`config.mk`:
```
export PLATFORM = sky130hd
export DESIGN_NAME = sdram_port_arbiter
export DESIGN_NICKNAME = d
export VERILOG_FILES = /design/src/rtl/sdram_port_arbiter.sv
export SDC_FILE = /design/constraint.sdc
export NUM_CORES = 1
export LEC_CHECK = 0
export ABC_AREA = 1
export CAP_MARGIN = 15
export CORE_MARGIN = 4
export CORE_UTILIZATION = 35
export DETAILED_ROUTE_END_ITERATION = 16
export PLACE_DENSITY = 0.66
export SLEW_MARGIN = 20
export SYNTH_ARGS = -nofsm -noshare
export SYNTH_HDL_FRONTEND = slang
export SYNTH_SLANG_ARGS = --single-unit
```
`constraint.sdc`:
```
create_clock -name clk -period 1.68 [get_ports clk]
set_input_delay 0.336 -clock clk [delete_from_list [all_inputs] [get_ports clk]]
set_output_delay 0.336 -clock clk [all_outputs]
set_load 0.05 [all_outputs]
```
`src/rtl/sdram_port_arbiter.sv`:
```
// Round-robin arbiter that shares one SDRAM port between two block requesters and
// runs a full BURST_LEN-word burst per grant using a setup/strobe/recover word cycle.
module sdram_port_arbiter #(
    parameter int ADDR_WIDTH = 16,
    parameter int DATA_WIDTH = 8,
    parameter int BURST_LEN  = 32,
    parameter int STRB_CYC   = 2
) (
    input  logic                  clk,
    input  logic                  rst,
    // reqN_valid is a level request held until the one-cycle reqN_grant; it is only
    // looked at in IDLE, so dropping it after the grant never aborts the burst.
    input  logic                  req0_valid,
    input  logic [ADDR_WIDTH-1:0] req0_addr,
    input  logic                  req0_wr,
    input  logic [DATA_WIDTH-1:0] req0_wdata,
    output logic                  req0_grant,
    output logic                  req0_wnext,
    output logic                  req0_rvalid,
    output logic                  req0_done,
    input  logic                  req1_valid,
    input  logic [ADDR_WIDTH-1:0] req1_addr,
    input  logic                  req1_wr,
    input  logic [DATA_WIDTH-1:0] req1_wdata,
    output logic                  req1_grant,
    output logic                  req1_wnext,
    output logic                  req1_rvalid,
    output logic                  req1_done,
    output logic [DATA_WIDTH-1:0] rdata,
    output logic                  busy,
    output logic [ADDR_WIDTH-1:0] Address_sdram,
    output logic                  wr_rd_sdram,
    output logic                  mstrb_sdram,
    output logic [DATA_WIDTH-1:0] DOut_sdram,
    input  logic [DATA_WIDTH-1:0] DIn_sdram,
    output logic [2:0]            dbg_state
);
    localparam int OFS = $clog2(BURST_LEN);
    localparam int SCW = (STRB_CYC > 1) ? $clog2(STRB_CYC) : 1;
    localparam int BW  = ADDR_WIDTH - OFS;

    typedef enum logic [2:0] {
        S_IDLE    = 3'd0,
        S_SETUP   = 3'd1,
        S_STROBE  = 3'd2,
        S_RECOVER = 3'd3,
        S_DONE    = 3'd4
    } state_t;

    state_t                state_q, state_d;
    logic                  owner_q, owner_d;
    logic                  ptr_q, ptr_d;
    logic                  wr_q, wr_d;
    logic [BW-1:0]         base_q, base_d;
    logic [OFS-1:0]        word_cnt_q, word_cnt_d;
    logic [SCW-1:0]        strb_cnt_q, strb_cnt_d;
    logic [1:0]            grant_q, grant_d;
    logic [1:0]            wnext_q, wnext_d;
    logic [1:0]            rvalid_q, rvalid_d;
    logic [1:0]            done_q, done_d;
    logic [DATA_WIDTH-1:0] rdata_q, rdata_d;
    logic [DATA_WIDTH-1:0] dout_q, dout_d;
    logic [ADDR_WIDTH-1:0] addr_q, addr_d;
    logic                  busy_q, busy_d;
    logic                  mstrb_q, mstrb_d;
    logic [1:0]            valid;
    logic                  unused_addr_bits;

    assign valid            = {req1_valid, req0_valid};
    // Word offset bits of the request address are replaced by word_cnt.
    assign unused_addr_bits = ^{req0_addr[OFS-1:0], req1_addr[OFS-1:0]};

    always_comb begin
        state_d    = state_q;
        owner_d    = owner_q;
        ptr_d      = ptr_q;
        wr_d       = wr_q;
        base_d     = base_q;
        word_cnt_d = word_cnt_q;
        strb_cnt_d = strb_cnt_q;
        rdata_d    = rdata_q;
        dout_d     = dout_q;
        addr_d     = addr_q;
        grant_d    = '0;
        wnext_d    = '0;
        rvalid_d   = '0;
        done_d     = '0;
        unique case (state_q)
            S_IDLE: begin
                if (|valid) begin
                    owner_d          = valid[ptr_q] ? ptr_q : ~ptr_q;
                    base_d           = owner_d ? req1_addr[ADDR_WIDTH-1:OFS]
                                               : req0_addr[ADDR_WIDTH-1:OFS];
                    wr_d             = owner_d ? req1_wr : req0_wr;
                    word_cnt_d       = '0;
                    grant_d[owner_d] = 1'b1;
                    state_d          = S_SETUP;
                end
            end
            S_SETUP: begin
                if (wr_q) begin
                    dout_d = owner_q ? req1_wdata : req0_wdata;
                end
                strb_cnt_d = '0;
                state_d    = S_STROBE;
            end
            S_STROBE: begin
                if (strb_cnt_q == SCW'(STRB_CYC - 1)) begin
                    if (!wr_q) begin
                        rdata_d           = DIn_sdram;
                        rvalid_d[owner_q] = 1'b1;
                    end
                    state_d = S_RECOVER;
                end else begin
                    strb_cnt_d = strb_cnt_q + SCW'(1);
                end
            end
            S_RECOVER: begin
                if (word_cnt_q == '1) begin
                    done_d[owner_q] = 1'b1;
                    state_d         = S_DONE;
                end else begin
                    word_cnt_d = word_cnt_q + OFS'(1);
                    state_d    = S_SETUP;
                end
            end
            S_DONE: begin
                ptr_d   = ~owner_q;
                state_d = S_IDLE;
            end
            default: state_d = S_IDLE;
        endcase
        // Address and wnext are launched together with every entry into SETUP.
        if (state_d == S_SETUP) begin
            addr_d           = {base_d, word_cnt_d};
            wnext_d[owner_d] = wr_d;
        end
        mstrb_d = (state_d == S_STROBE);
        busy_d  = (state_d != S_IDLE);
    end

    always_ff @(posedge clk or negedge rst) begin
        if (!rst) begin
            state_q    <= S_IDLE;
            owner_q    <= 1'b0;
            ptr_q      <= 1'b0;
            wr_q       <= 1'b0;
            base_q     <= '0;
            word_cnt_q <= '0;
            strb_cnt_q <= '0;
            grant_q    <= '0;
            wnext_q    <= '0;
            rvalid_q   <= '0;
            done_q     <= '0;
            rdata_q    <= '0;
            dout_q     <= '0;
            addr_q     <= '0;
            busy_q     <= 1'b0;
            mstrb_q    <= 1'b0;
        end else begin
            state_q    <= state_d;
            owner_q    <= owner_d;
            ptr_q      <= ptr_d;
            wr_q       <= wr_d;
            base_q     <= base_d;
            word_cnt_q <= word_cnt_d;
            strb_cnt_q <= strb_cnt_d;
            grant_q    <= grant_d;
            wnext_q    <= wnext_d;
            rvalid_q   <= rvalid_d;
            done_q     <= done_d;
            rdata_q    <= rdata_d;
            dout_q     <= dout_d;
            addr_q     <= addr_d;
            busy_q     <= busy_d;
            mstrb_q    <= mstrb_d;
        end
    end

    assign req0_grant    = grant_q[0];
    assign req1_grant    = grant_q[1];
    assign req0_wnext    = wnext_q[0];
    assign req1_wnext    = wnext_q[1];
    assign req0_rvalid   = rvalid_q[0];
    assign req1_rvalid   = rvalid_q[1];
    assign req0_done     = done_q[0];
    assign req1_done     = done_q[1];
    assign rdata         = rdata_q;
    assign busy          = busy_q;
    assign Address_sdram = addr_q;
    assign wr_rd_sdram   = wr_q;
    assign mstrb_sdram   = mstrb_q;
    assign DOut_sdram    = dout_q;
    assign dbg_state     = state_q;

endmodule
```
* Word-level counts from Yosys, hierarchy flattened
Cells that the tools add are included.
Cells by class: add/subtract/negate cells 2, multipliers 0, div/mod/pow operators 0, $lt $le $gt $ge 7, equal/unequal tests 7, shift operators 0, multiplexer cells 35, bitwise operators 4, reductions and logical operators 9
Operators with widths (number):
- 2-to-1 mux 11 bit | 3
- 2-to-1 mux 2 bit | 8
- 2-to-1 mux 1 bit | 12
- case mux 3 bit (4 select lines) | 1
- 2-to-1 mux 5 bit | 2
- case mux 5 bit (2 select lines) | 1
- == test 3 x 2 -> 1 bit (second input constant) | 3
- 2-to-1 mux 3 bit | 3
- less-than comparator 1 x 2 -> 1 bit (second input constant) | 4
- 2-to-1 mux 8 bit | 1
- == test 3 x 1 -> 1 bit (second input constant) | 2
- adder 5 x 1 -> 5 bit (second input constant) | 1
- == test 5 bit (second input constant) | 1
- demux 1 bit (select 1 bit) | 3
- == test 3 bit (second input constant) | 1
- >= comparator 1 bit (second input constant) | 3
- logical AND 1 bit | 3
- logical NOT 3 bit | 1
- inverter 1 bit | 3
- AND reduction 3 bit | 1
- nonzero test 3 bit | 1
- AND 2 bit | 1
- case mux 1 bit (2 select lines) | 1
- AND reduction 2 bit | 1
- other kinds (3) | 3
Word-level totals: flip-flop bits (word level) 65, bits in latches 0, bits in writable memories 0, ROM bits 0, bits of input ports 62, output and inout port bits 46, word-level logic and storage cells 80, memories 0

* Logic depth before layout (Yosys ltp)
Gate-level depths: netlist of the first run.
depth after elaboration 11, gate-level depth with buffers 9, depth with buffers taken out 9

* Worst setup path after synthesis of the first run
No wires, ideal clock.
path type reg-to-reg, from reg state_q[1], in the netlist dbg_state[1], to reg rdata_q[0], in the netlist rdata[0], arrival time 1.500 ns, required time 1.561 ns, setup slack 0.060 ns, cell stages (with the launch flop) 6, buffers on the path 0, path through dfrtp_1 -> nand3_1 -> nor2_4 -> nand2_2 -> nand2_1 -> nand2_1
On the way: cells in the longest elaborated chain, start to end 2
Ends and longest elaborated chain:
- start, declared | RTL line 50 | state_t state_q, state_d;
- start signal, assigned | RTL line 161 | state_q <= state_d;
- == test 3 x 2 -> 1 bit | RTL line 88 | unique case (state_q)
- AND reduction 3 bit (no source line)
- end signal, assigned | RTL line 172 | rdata_q <= rdata_d;
- end, declared | RTL line 61 | logic [DATA_WIDTH-1:0] rdata_q, rdata_d;
Every way passes these cells. A chain may end at the register's enable or synchronous reset.

* Final worst setup path of the first run
from reg word_cnt_q[1], to reg word_cnt_q[0]
On the way: cells in the longest elaborated chain, start to end 3
Ends and longest elaborated chain:
- start, declared | RTL line 55 | logic [OFS-1:0] word_cnt_q, word_cnt_d;
- start signal, assigned | RTL line 166 | word_cnt_q <= word_cnt_d;
- == test 5 bit | RTL line 119 | if (word_cnt_q == '1) begin
- 2-to-1 mux 5 bit | RTL line 119
- case mux 5 bit (2 select lines) | RTL line 88
- net word_cnt_d[0] | RTL line 55
The timed path passes the listed nets, and every way through them passes these cells.

==> results.tsv, run 1 <==
stage	metric	value	unit
outcome	status	finished with violations	
outcome	failing checks	negative hold slack	
critical_path	crit-path cells	ha_2 -> nand4_1 -> nor2_4 -> inv_2 -> nand2_4 -> inv_4 -> o21ai_0	
timing	final worst slack	161	ps
logic_synthesis	Post-synth top cells	116 x nand2_1, 65 x dfrtp_1, 27 x nand3_1	
floorplanning	core area	7770	sq um
timing	worst rel slew slack	0.625	
critical_path	crit-path max FO	13	
timing	hold slack	-14.5	ps
timing	Final setup viols	0	
floorplanning	Die H	97.6	um
logic_synthesis	Syn Inst Count	301	
clock_network	Root Buffer Master	clkbuf_8	
clock_network	Reg clk slew, reported paths	70	ps
place	post-place instance area	3830	sq um
timing	Max Slew Vio Count	0	
timing	Hold Fails Final Rpt	4	
floorplanning	# IOs	108	
critical_path	slowest stage delay, CP	390	ps
place	Port Buffers	97	
critical_path	crit path capture type	flip-flop	
global_routing	first-pass GRT wire length	12900	um
timing	shortest period the worst path allows	1520	ps
logic_synthesis	Synth area leader	dfrtp_1	
critical_path	crit path kind	reg -> reg	
critical_path	slowest stage cell, crit path	dfrtp_1	
power	Pwr Total	3.34	mW
place	Routability Congestion	0.825	
finish	Antenna diodes	0	
logic_synthesis	Top FF cell, synth	dfrtp_1	
route	DRT iter0 DRCs	113	
route	Antenna Nets Post-Route	0	
global_routing	vias in the first global route	2517	
route	vias	2388	
timing	worst-margin pin slew	561	ps
timing	fmax	658	MHz
floorplanning	Die Footprint	9530	sq um
critical_path	crit start category	flip-flop	
place	setup slack after placement	-436	ps
floorplanning	initial core utilization	0.362	
clock_network	maximum clock insertion buffer count	2	
route	# DRC	0	
global_routing	largest net degree at the start of global routing	66	
power	Cell Pwr Density	828	nW/um^2
timing	Final period util	0.904	
power	Leak Pwr	1.95	nW
job	MaxCap Viol Count	0	
critical_path	critical path arrival	1770	ps
finish	final instance area	4030	sq um
logic_synthesis	unique cell type count in the Yosys netlist	26	
logic_synthesis	Post-synth EDFFs	0	
clock_network	Post-CTS Setup Repair Bufs	0	
clock_network	hold_buf cts	0	
finish	Area Overhead vs Synth	43.4	%
clock_network	Num CTS Buffers	9	
logic_synthesis	post-synthesis sequential area ratio	0.578	
logic_synthesis	yosys warns	0	
timing	Layout Skew	9.52	ps
route	vias per cell	4.65	
floorplanning	# rows	32	
min_path	worst hold path type	in -> async	
global_routing	initial antenna violation count	0	
timing	RSZ-0062 raised after global routing	false	
global_routing	total global routing track utilization	0.166	
route	WL per Instance	14.2	um
timing	setup_tns	0	ps
floorplanning	Die X	97.6	um
power	VDD IR max	0.000348	V
global_routing	GRT overflow	0	
logic_synthesis	asr flop ratio synth	1.00	
logic_synthesis	average size of a mapped cell	9.34	sq um
critical_path	CP required	1930	ps
clock_network	Clk Latency, worst-skew pair	330	ps
finish	nets	469	
logic_synthesis	count leader, synth	nand2_1	
logic_synthesis	Synth top area share	0.578	
place	DP HPWL	5160	um
clock_network	htree depth	3	
logic_synthesis	Yosys reg bits	65	
finish	layout cells sized above 1	0.243	
route	Pre-antenna DRT Iters	4	
logic_synthesis	synth top area cells	dfrtp_1 58%, nand2_1 15%, nand3_1 4.8%	
logic_synthesis	Mapped Area	2810	sq um
clock_network	clock sink count	65	
logic_synthesis	syn nets	364	
route	drt total wl	7300	um
clock_network	CTS tree	yes	
==> worst paths after layout <==
check / startpoint / endpoint / slack (ps) / cells after the start
max in group asynchronous: rst / rdata[4]$_DFFE_PN0P_ / 1370 / 2
min in group clk: rdata[1]$_DFFE_PN0P_ / rdata[1]$_DFFE_PN0P_ / 480 / 2
worst max register to register: word_cnt_q[1]$_DFF_PN0_ / word_cnt_q[0]$_DFF_PN0_ / 160 / 7
worst min register to register: rdata[1]$_DFFE_PN0P_ / rdata[1]$_DFFE_PN0P_ / 480 / 2
worst min-delay path: rst / rdata[0]$_DFFE_PN0P_ / -10 / 2
worst max-delay path: word_cnt_q[1]$_DFF_PN0_ / word_cnt_q[0]$_DFF_PN0_ / 160 / 7
==> power by group <==
group	leakage (nW)	internal (mW)	total (mW)	switching, mW
Clock	0.0953	0.721	1.32	0.598
Sequential	0.762	1.61	1.63	0.0209
Combinational	1.09	0.177	0.393	0.216
Total	1.95	2.50	3.34	0.835
==> placed cells by master, fill, tap and decap left out, drive strengths merged, types with 3 or more instances in the layout <==
cell,instances
nand3,38
o21ai,6
inv,17
dfrtp,65
a31oi,9
nor2,24
a21oi,3
clkbuf,11
nand2,121
buf,55
clkdlybuf4s50,50
==> metrics by stage <==
stage                     std cells   util
after floorplan                 301      -
after global placement          497  0.493
after detailed placement        497  0.493
after CTS                       513  0.519
after global routing            513  0.519
final                           513  0.519
==> routing by layer <==
layer	part of all wire	global-route usage	vias to the layer above
li1	-	-	1170
met1	0.49	0.229	1121
met2	0.43	0.247	91
met3	0.072	0.0610	6
met4	0.011	0.0447	0
met5	0	0	-
==> area by class of cell <==
type | count | area (sq um)
Clock buffer | 11 | 141
Clock inverter | 5 | 55.1
Multi-Input combinational cell | 208 | 1040
Tap cell | 102 | 128
Sequential cell | 65 | 1630
Fill cell | 723 | 3730
Timing Repair Buffer | 105 | 973
Inverter | 17 | 66.3
==> worst max-delay path, delay by kind of cell (launching register included) <==
family | cells | cell delay [ps]
flip-flops | 1 | 390
AND/OR/NAND/NOR | 3 | 470
AO/OA/AOI/OAI | 1 | 170
buffers and inverters | 2 | 180
adder cells (fa/ha/maj) | 1 | 210
==> cells by family after synthesis <==
group / count (synthesis) / synth area share
AND/OR/NAND/NOR: 187 / 0.323
flip-flops: 65 / 0.578
buffers and inverters: 28 / 0.0529
AO/OA/AOI/OAI: 19 / 0.0387
XOR/XNOR: 1 / 0.00311
adder cells (fa/ha/maj): 1 / 0.00445
==> sequential cells by signal, indices dropped and copies added (netlist names), 2 cells and up <==
| register | count |
|---|---|
| word_cnt_q | 5 |
| rdata | 8 |
| Address_sdram | 16 |
| wnext_q | 2 |
| dbg_state | 3 |
| DOut_sdram | 8 |
| done_q | 2 |
| base_q | 11 |
| grant_q | 2 |
| rvalid_q | 2 |
==> repair_timing <==
action,CTS,global route
pin swaps,0,1
endpoints found under the setup margin,14,13
gates resized for setup,1,3
Power figures use the tool's default switching activity.
==> inputs of run 2 (changes only) <==
--- a/config.mk
+++ b/config.mk
@@ -11,6 +11,7 @@
 export CORE_UTILIZATION = 35
 export DETAILED_ROUTE_END_ITERATION = 16
 export PLACE_DENSITY = 0.66
+export SETUP_SLACK_MARGIN = 0.2
 export SLEW_MARGIN = 20
 export SYNTH_ARGS = -nofsm -noshare
 export SYNTH_HDL_FRONTEND = slang
==> run 2 against run 1 <==
The run now ends clean. Maximum frequency increased by 8.6%. Core utilization increased by 2.4 points. Combinational power about the same. Sequential share of layout area decreased by 1.7 points. First-iteration DRC count decreased by 29%. Critical path type is now reg -> out.
==> results.tsv, run 2 (synthesized netlist as in run 1, its figures left out) <==
stage	metric	value	unit
floorplanning	Die Footprint	9530	sq um
clock_network	Clk Latency, worst-skew pair	330	ps
timing	RSZ-0062 raised after global routing	true	
finish	Antenna diodes	0	
route	Pre-antenna DRT Iters	4	
critical_path	crit-path cells	buf_4 -> buf_12	
place	post-place instance area	3850	sq um
critical_path	critical path arrival	1060	ps
timing	Max Slew Vio Count	0	
place	setup slack after placement	-433	ps
finish	final non-filler cell total	532	
finish	Seq. cell area	1630	sq um
global_routing	GRT overflow	0	
critical_path	slowest stage delay, CP	440	ps
timing	final worst slack	282	ps
critical_path	crit-path max FO	4	
finish	commonest non-fill, non-tap cell in the layout	nand2_1	
finish	layout cells sized above 1	0.281	
clock_network	Num CTS Buffers	9	
critical_path	CP bufs+invs	2	
timing	setup_tns	0	ps
floorplanning	# IOs	108	
place	DP HPWL	5050	um
power	Cell Pwr Density	742	nW/um^2
floorplanning	# rows	32	
power	Pwr Total	3.13	mW
min_path	worst hold path type	in -> async	
critical_path	crit path capture type	primary output	
clock_network	htree depth	3	
clock_network	maximum clock insertion buffer count	2	
finish	commonest cells after routing, fill and taps aside	115 x nand2_1, 66 x buf_4, 62 x dfrtp_1, 48 x clkdlybuf4s50_1, 26 x nand3_1	
place	Port Buffers	97	
floorplanning	Die H	97.6	um
timing	Final period util	0.832	
finish	final instance area	4220	sq um
critical_path	Worst path top cell family by delay	flip-flops	
floorplanning	Die X	97.6	um
place	dpl cells	499	
timing	fmax	715	MHz
clock_network	clock sink count	65	
critical_path	slowest stage cell, crit path	dfrtp_2	
finish	Largest register FFs	16	
global_routing	first-pass GRT wire length	12000	um
clock_network	hold_buf cts	0	
route	# DRC	0	
timing	Layout Skew	6.88	ps
route	vias per cell	4.61	
clock_network	Root Buffer Master	clkbuf_8	
global_routing	vias in the first global route	2351	
global_routing	largest net degree at the start of global routing	66	
finish	area of the multi-input gates	1080	sq um
global_routing	total global routing track utilization	0.160	
floorplanning	core area	7770	sq um
timing	shortest period the worst path allows	1400	ps
timing	worst-margin pin slew	402	ps
critical_path	crit start category	flip-flop	
global_routing	initial antenna violation count	0	
critical_path	crit path kind	reg -> out	
timing	Final setup viols	0	
route	Antenna Nets Post-Route	0	
power	VDD IR max	0.000370	V
timing	Hold Fails Final Rpt	0	
critical_path	CP required	1340	ps
finish	nets	489	
finish	Fillers	704	
route	WL per Instance	13.6	um
route	drt total wl	7230	um
finish	Area Overhead vs Synth	50.1	%
timing	worst rel slew slack	0.732	
route	vias	2451	
job	MaxCap Viol Count	0	
floorplanning	initial core utilization	0.362	
place	Routability Congestion	0.802	
clock_network	Reg clk slew, reported paths	70	ps
clock_network	CTS tree	yes	
route	DRT iter0 DRCs	80	
power	Leak Pwr	2.07	nW
outcome	status	finished, final reports clean	
[run 2: worst paths after layout]
path                                            endpoint                         start  slack, ps  depth (start not counted)
max                                         dbg_state[0]        dbg_state[0]$_DFF_PN0_        280                          2
max in group asynchronous        word_cnt_q[0]$_DFF_PN0_                           rst       1380                          2
min in group clk                    grant_q[1]$_DFF_PN0_                    req1_valid        440                          5
min reg2reg                 Address_sdram[1]$_DFFE_PN0N_  Address_sdram[1]$_DFFE_PN0N_        470                          2
min                               strb_cnt_q$_DFFE_PN0P_                           rst         10                          2
max reg2reg                Address_sdram[15]$_DFFE_PN0N_       word_cnt_q[1]$_DFF_PN0_        290                          8
[run 2: layout make-up]
class | count | area share
clock buffer | 15 | 0.0370
inverter | 17 | 0.0172
multi-input combinational | 208 | 0.255
sequential | 65 | 0.386
tap | 102 | 0.0302
timing repair buffer | 125 | 0.274
[run 2: metal layers]
metal,GRT usage,up-vias,share of wire
met5,0,-,0
met4,0.0639,0,0.0041
met2,0.226,87,0.44
met3,0.0574,3,0.081
li1,-,1210,-
met1,0.222,1151,0.47
[run 2: worst register-to-register path, stage by stage (launching register included)]
cell	delay, ps
dfrtp_1	410
ha_4	160
nand4_1	160
nor2_4	190
inv_4	70
nand2_8	90
buf_12	130
nand2_1	50
nand2_1	60
[run 2: where the power goes]
part / switching [mW] / internal (mW) / total (mW)
clock: 0.537 / 0.572 / 1.11
combinational: 0.216 / 0.180 / 0.396
sequential: 0.0212 / 1.61 / 1.63
[run 2: timing repair]
item / 4_1_cts / 5_1_grt
cloned: 0 / 1
buffers inserted: 1 / 16
pin swaps: 1 / 7
gates resized for setup: 3 / 16
setup endpoints to repair: 28 / 37
[run 2: per-stage QoR]
| step | hold WS [ps] | utilization |
|---|---|---|
| 2_1_floorplan | 40.4 | - |
| 3_3_place_gp | 382 | 0.495 |
| 3_5_place_dp | 382 | 0.495 |
| 4_1_cts | 21.6 | 0.517 |
| 5_1_grt | 46.2 | 0.544 |
| 6_report | 12.0 | 0.544 |
==> edit, RTL diff (settings of run 1) <==
`rdata_q` no longer has a reset.
--- a/src/rtl/sdram_port_arbiter.sv
+++ b/src/rtl/sdram_port_arbiter.sv
@@ -154,3 +154,2 @@
             done_q     <= '0;
-            rdata_q    <= '0;
             dout_q     <= '0;
@@ -171,3 +170,2 @@
             done_q     <= done_d;
-            rdata_q    <= rdata_d;
             dout_q     <= dout_d;
@@ -177,2 +175,6 @@
         end
+    end
+
+    always_ff @(posedge clk) begin
+        rdata_q <= rdata_d;
     end
Behaviour: differs if rst is asserted again (counterexample within 10 cycles, from zero or initial values and one cycle with rst low); with rst held inactive, the same outputs for 10 cycles.
==> edit against run 1 <==
- design area decreased by 1.9%
- setup slack improved by 0.016 ns
- routed wire length down 4.2%
- area after synthesis decreased by 4.0%
- sequential cell count unchanged
- global-route usage down 0.54 points
- first-iteration DRC count shrank 26%
- via count is 4.3% lower
- total power shrank 1.6%
==> edit: results (changes against run 1) <==
stage;metric;value;unit;change
routing;routed wire length;6.99;mm;was 7.30 mm
setup_path;slowest cell on the critical path;dfrtp_1;;unchanged
clock_network;Post-CTS Setup Inserts;0;;unchanged
place;Final HPWL DP;5.10;mm;was 5.16 mm
power_and_ir_drop;peak supply drop;0.449;mV;was 0.348 mV
logic_synthesis;Syn Nets;341;;was 364
clock_network;Skew-Pair Late Insertion Delay;0.33;ns;about the same
logic_synthesis;XOR/XNOR share of the synthesized area;0.324;%;was 0.311%
timing;clk_skew;0.00870;ns;was 0.00952 ns
logic_synthesis;top cells by area in the synthesized netlist;dfrtp_1, nand2_1, edfxtp_1;;was dfrtp_1, nand2_1, nand3_1
routing;Vias/cell;4.67;;was 4.65
logic_synthesis;Synth Flop Type;dfrtp_1;;unchanged
final_layout;fin cells;490;;was 513
power_and_ir_drop;PnR Total Power;3.29;mW;was 3.34 mW
grt;initial antenna violation count;0;;unchanged
power_and_ir_drop;P_int;2.46;mW;was 2.50 mW
grt;global-route wire length before repair;11.1;mm;was 12.9 mm
logic_synthesis;Compound-Gate Fraction of Synth Area;4.08;%;was 3.87%
final_layout;max reg flops;16;;unchanged
timing;Worst Max-Slew Pin Slew;0.625;ns;was 0.561 ns
clock_network;clk buf depth;2;;unchanged
final_layout;layout cells sized above 1;23.0;%;was 24.3%
routing;1st-pass router iterations;4;;unchanged
final_layout;Fillers;665;;was 723
routing;Starting DRT DRC Count;84;;was 113
power_and_ir_drop;Clk. pwr;1.24;mW;was 1.32 mW
logic_synthesis;synthesized area per cell;9.71;um2;was 9.34 um2
grt;vias in the first global route;2297;;was 2,517
logic_synthesis;Adder-Cell Fraction of Synth Area;0.463;%;was 0.445%
final_layout;Final nets;449;;was 469
place;Final GP Congestion;0.790;;was 0.825
place;placed cell count;474;;was 497
logic_synthesis;number of flops mapped to enable cells by yosys;8;;was 0
logic_synthesis;commonest cells in the netlist;nand2_1, dfrtp_1, nand3_1;;unchanged
logic_synthesis;Synth cell types;24;;was 26
logic_synthesis;total number of yosys warnings;0;;unchanged
setup_path;CP max stage delay;0.49;ns;was 0.39 ns
grt;gr usage total;16.1;%;was 16.6%
outcome;status;finished, final reports clean;;was complete, but fails checks
grt;largest net degree at the start of global routing;27;;was 66
final_layout;n_diodes;0;;unchanged
logic_synthesis;Synth async-reset ratio;87.7;%;was 100%
power_and_ir_drop;share of power burned in registers;50.4;%;was 48.7%
logic_synthesis;Seq/Total Area, Yosys;61.7;%;was 57.8%
clock_network;post-CTS sizing;1;;unchanged
setup_path;crit-path max FO;13;;unchanged
clock_network;CTS Root Cell;clkbuf_8;;unchanged
place;dpl ws;-0.449;ns;was -0.436 ns
clock_network;total CTS buffers;9;;unchanged
place;placed inst area;3760;um2;was 3830 um2
clock_network;H-tree lvl count;3;;unchanged
min_path;Hold/Removal Path Class;input pin to asynchronous set/reset pin;;unchanged
power_and_ir_drop;leak pwr;1.88;nW;was 1.95 nW
place;PortBufs;97;;unchanged
clock_network;Reg clk slew, reported paths;0.07;ns;about the same
edit: cell types whose count changed in the layout (fill, tap and decap cells not counted), moves of 2 or more:
cell	delta
edfxtp_1	+8
nand2_2	-3
nand2_1	-18
clkbuf_8	+2
o21ai_1	-2
nand3_2	-8
nor3_1	+4
nor3_2	-2
buf_12	+2
dfrtp_1	-9
o21ai_0	+2
inv_1	+2
nor2_1	+2
edit: logic make-up after synthesis:
kind of cell,Yosys count
flip-flops,65
buffers and inverters,28
XOR/XNOR,1
AND/OR/NAND/NOR,164
adder cells (fa/ha/maj),1
AO/OA/AOI/OAI,19
edit: path summary, 6_finish.rpt:
check,from,to,slack [ns],cells after the start
worst max-delay path,dbg_state[0],Address_sdram[7],0.18,7
worst min-delay path,rst,grant_q[0],0.01,1
worst max register to register,dbg_state[0],Address_sdram[7],0.18,7
worst min register to register,Address_sdram[2],Address_sdram[2],0.49,2
max in group asynchronous,rst,dbg_state[1],1.10,2
min in group clk,Address_sdram[2],Address_sdram[2],0.49,2
edit: final cells by class:
| type | count | area [um2] | share of cell area (%) |
|---|---|---|---|
| clock buffers | 12 | 165 | 4.17 |
| clock inverters | 4 | 26.3 | 0.664 |
| flip-flops and latches | 65 | 1670 | 42.2 |
| multi-input cells | 185 | 892 | 22.5 |
| inverters | 18 | 67.6 | 1.71 |
| repair buffers | 107 | 1010 | 25.6 |
| well taps | 99 | 124 | 3.13 |
edit: layer usage:
metal | vias to the layer above | GRT usage (%) | wire (um)
met5 | - | 0 | 0
met3 | 6 | 5.47 | 628
met1 | 1075 | 20.2 | 3050
li1 | 1112 | - | -
met4 | 0 | 6.04 | 71
met2 | 93 | 25.7 | 3240
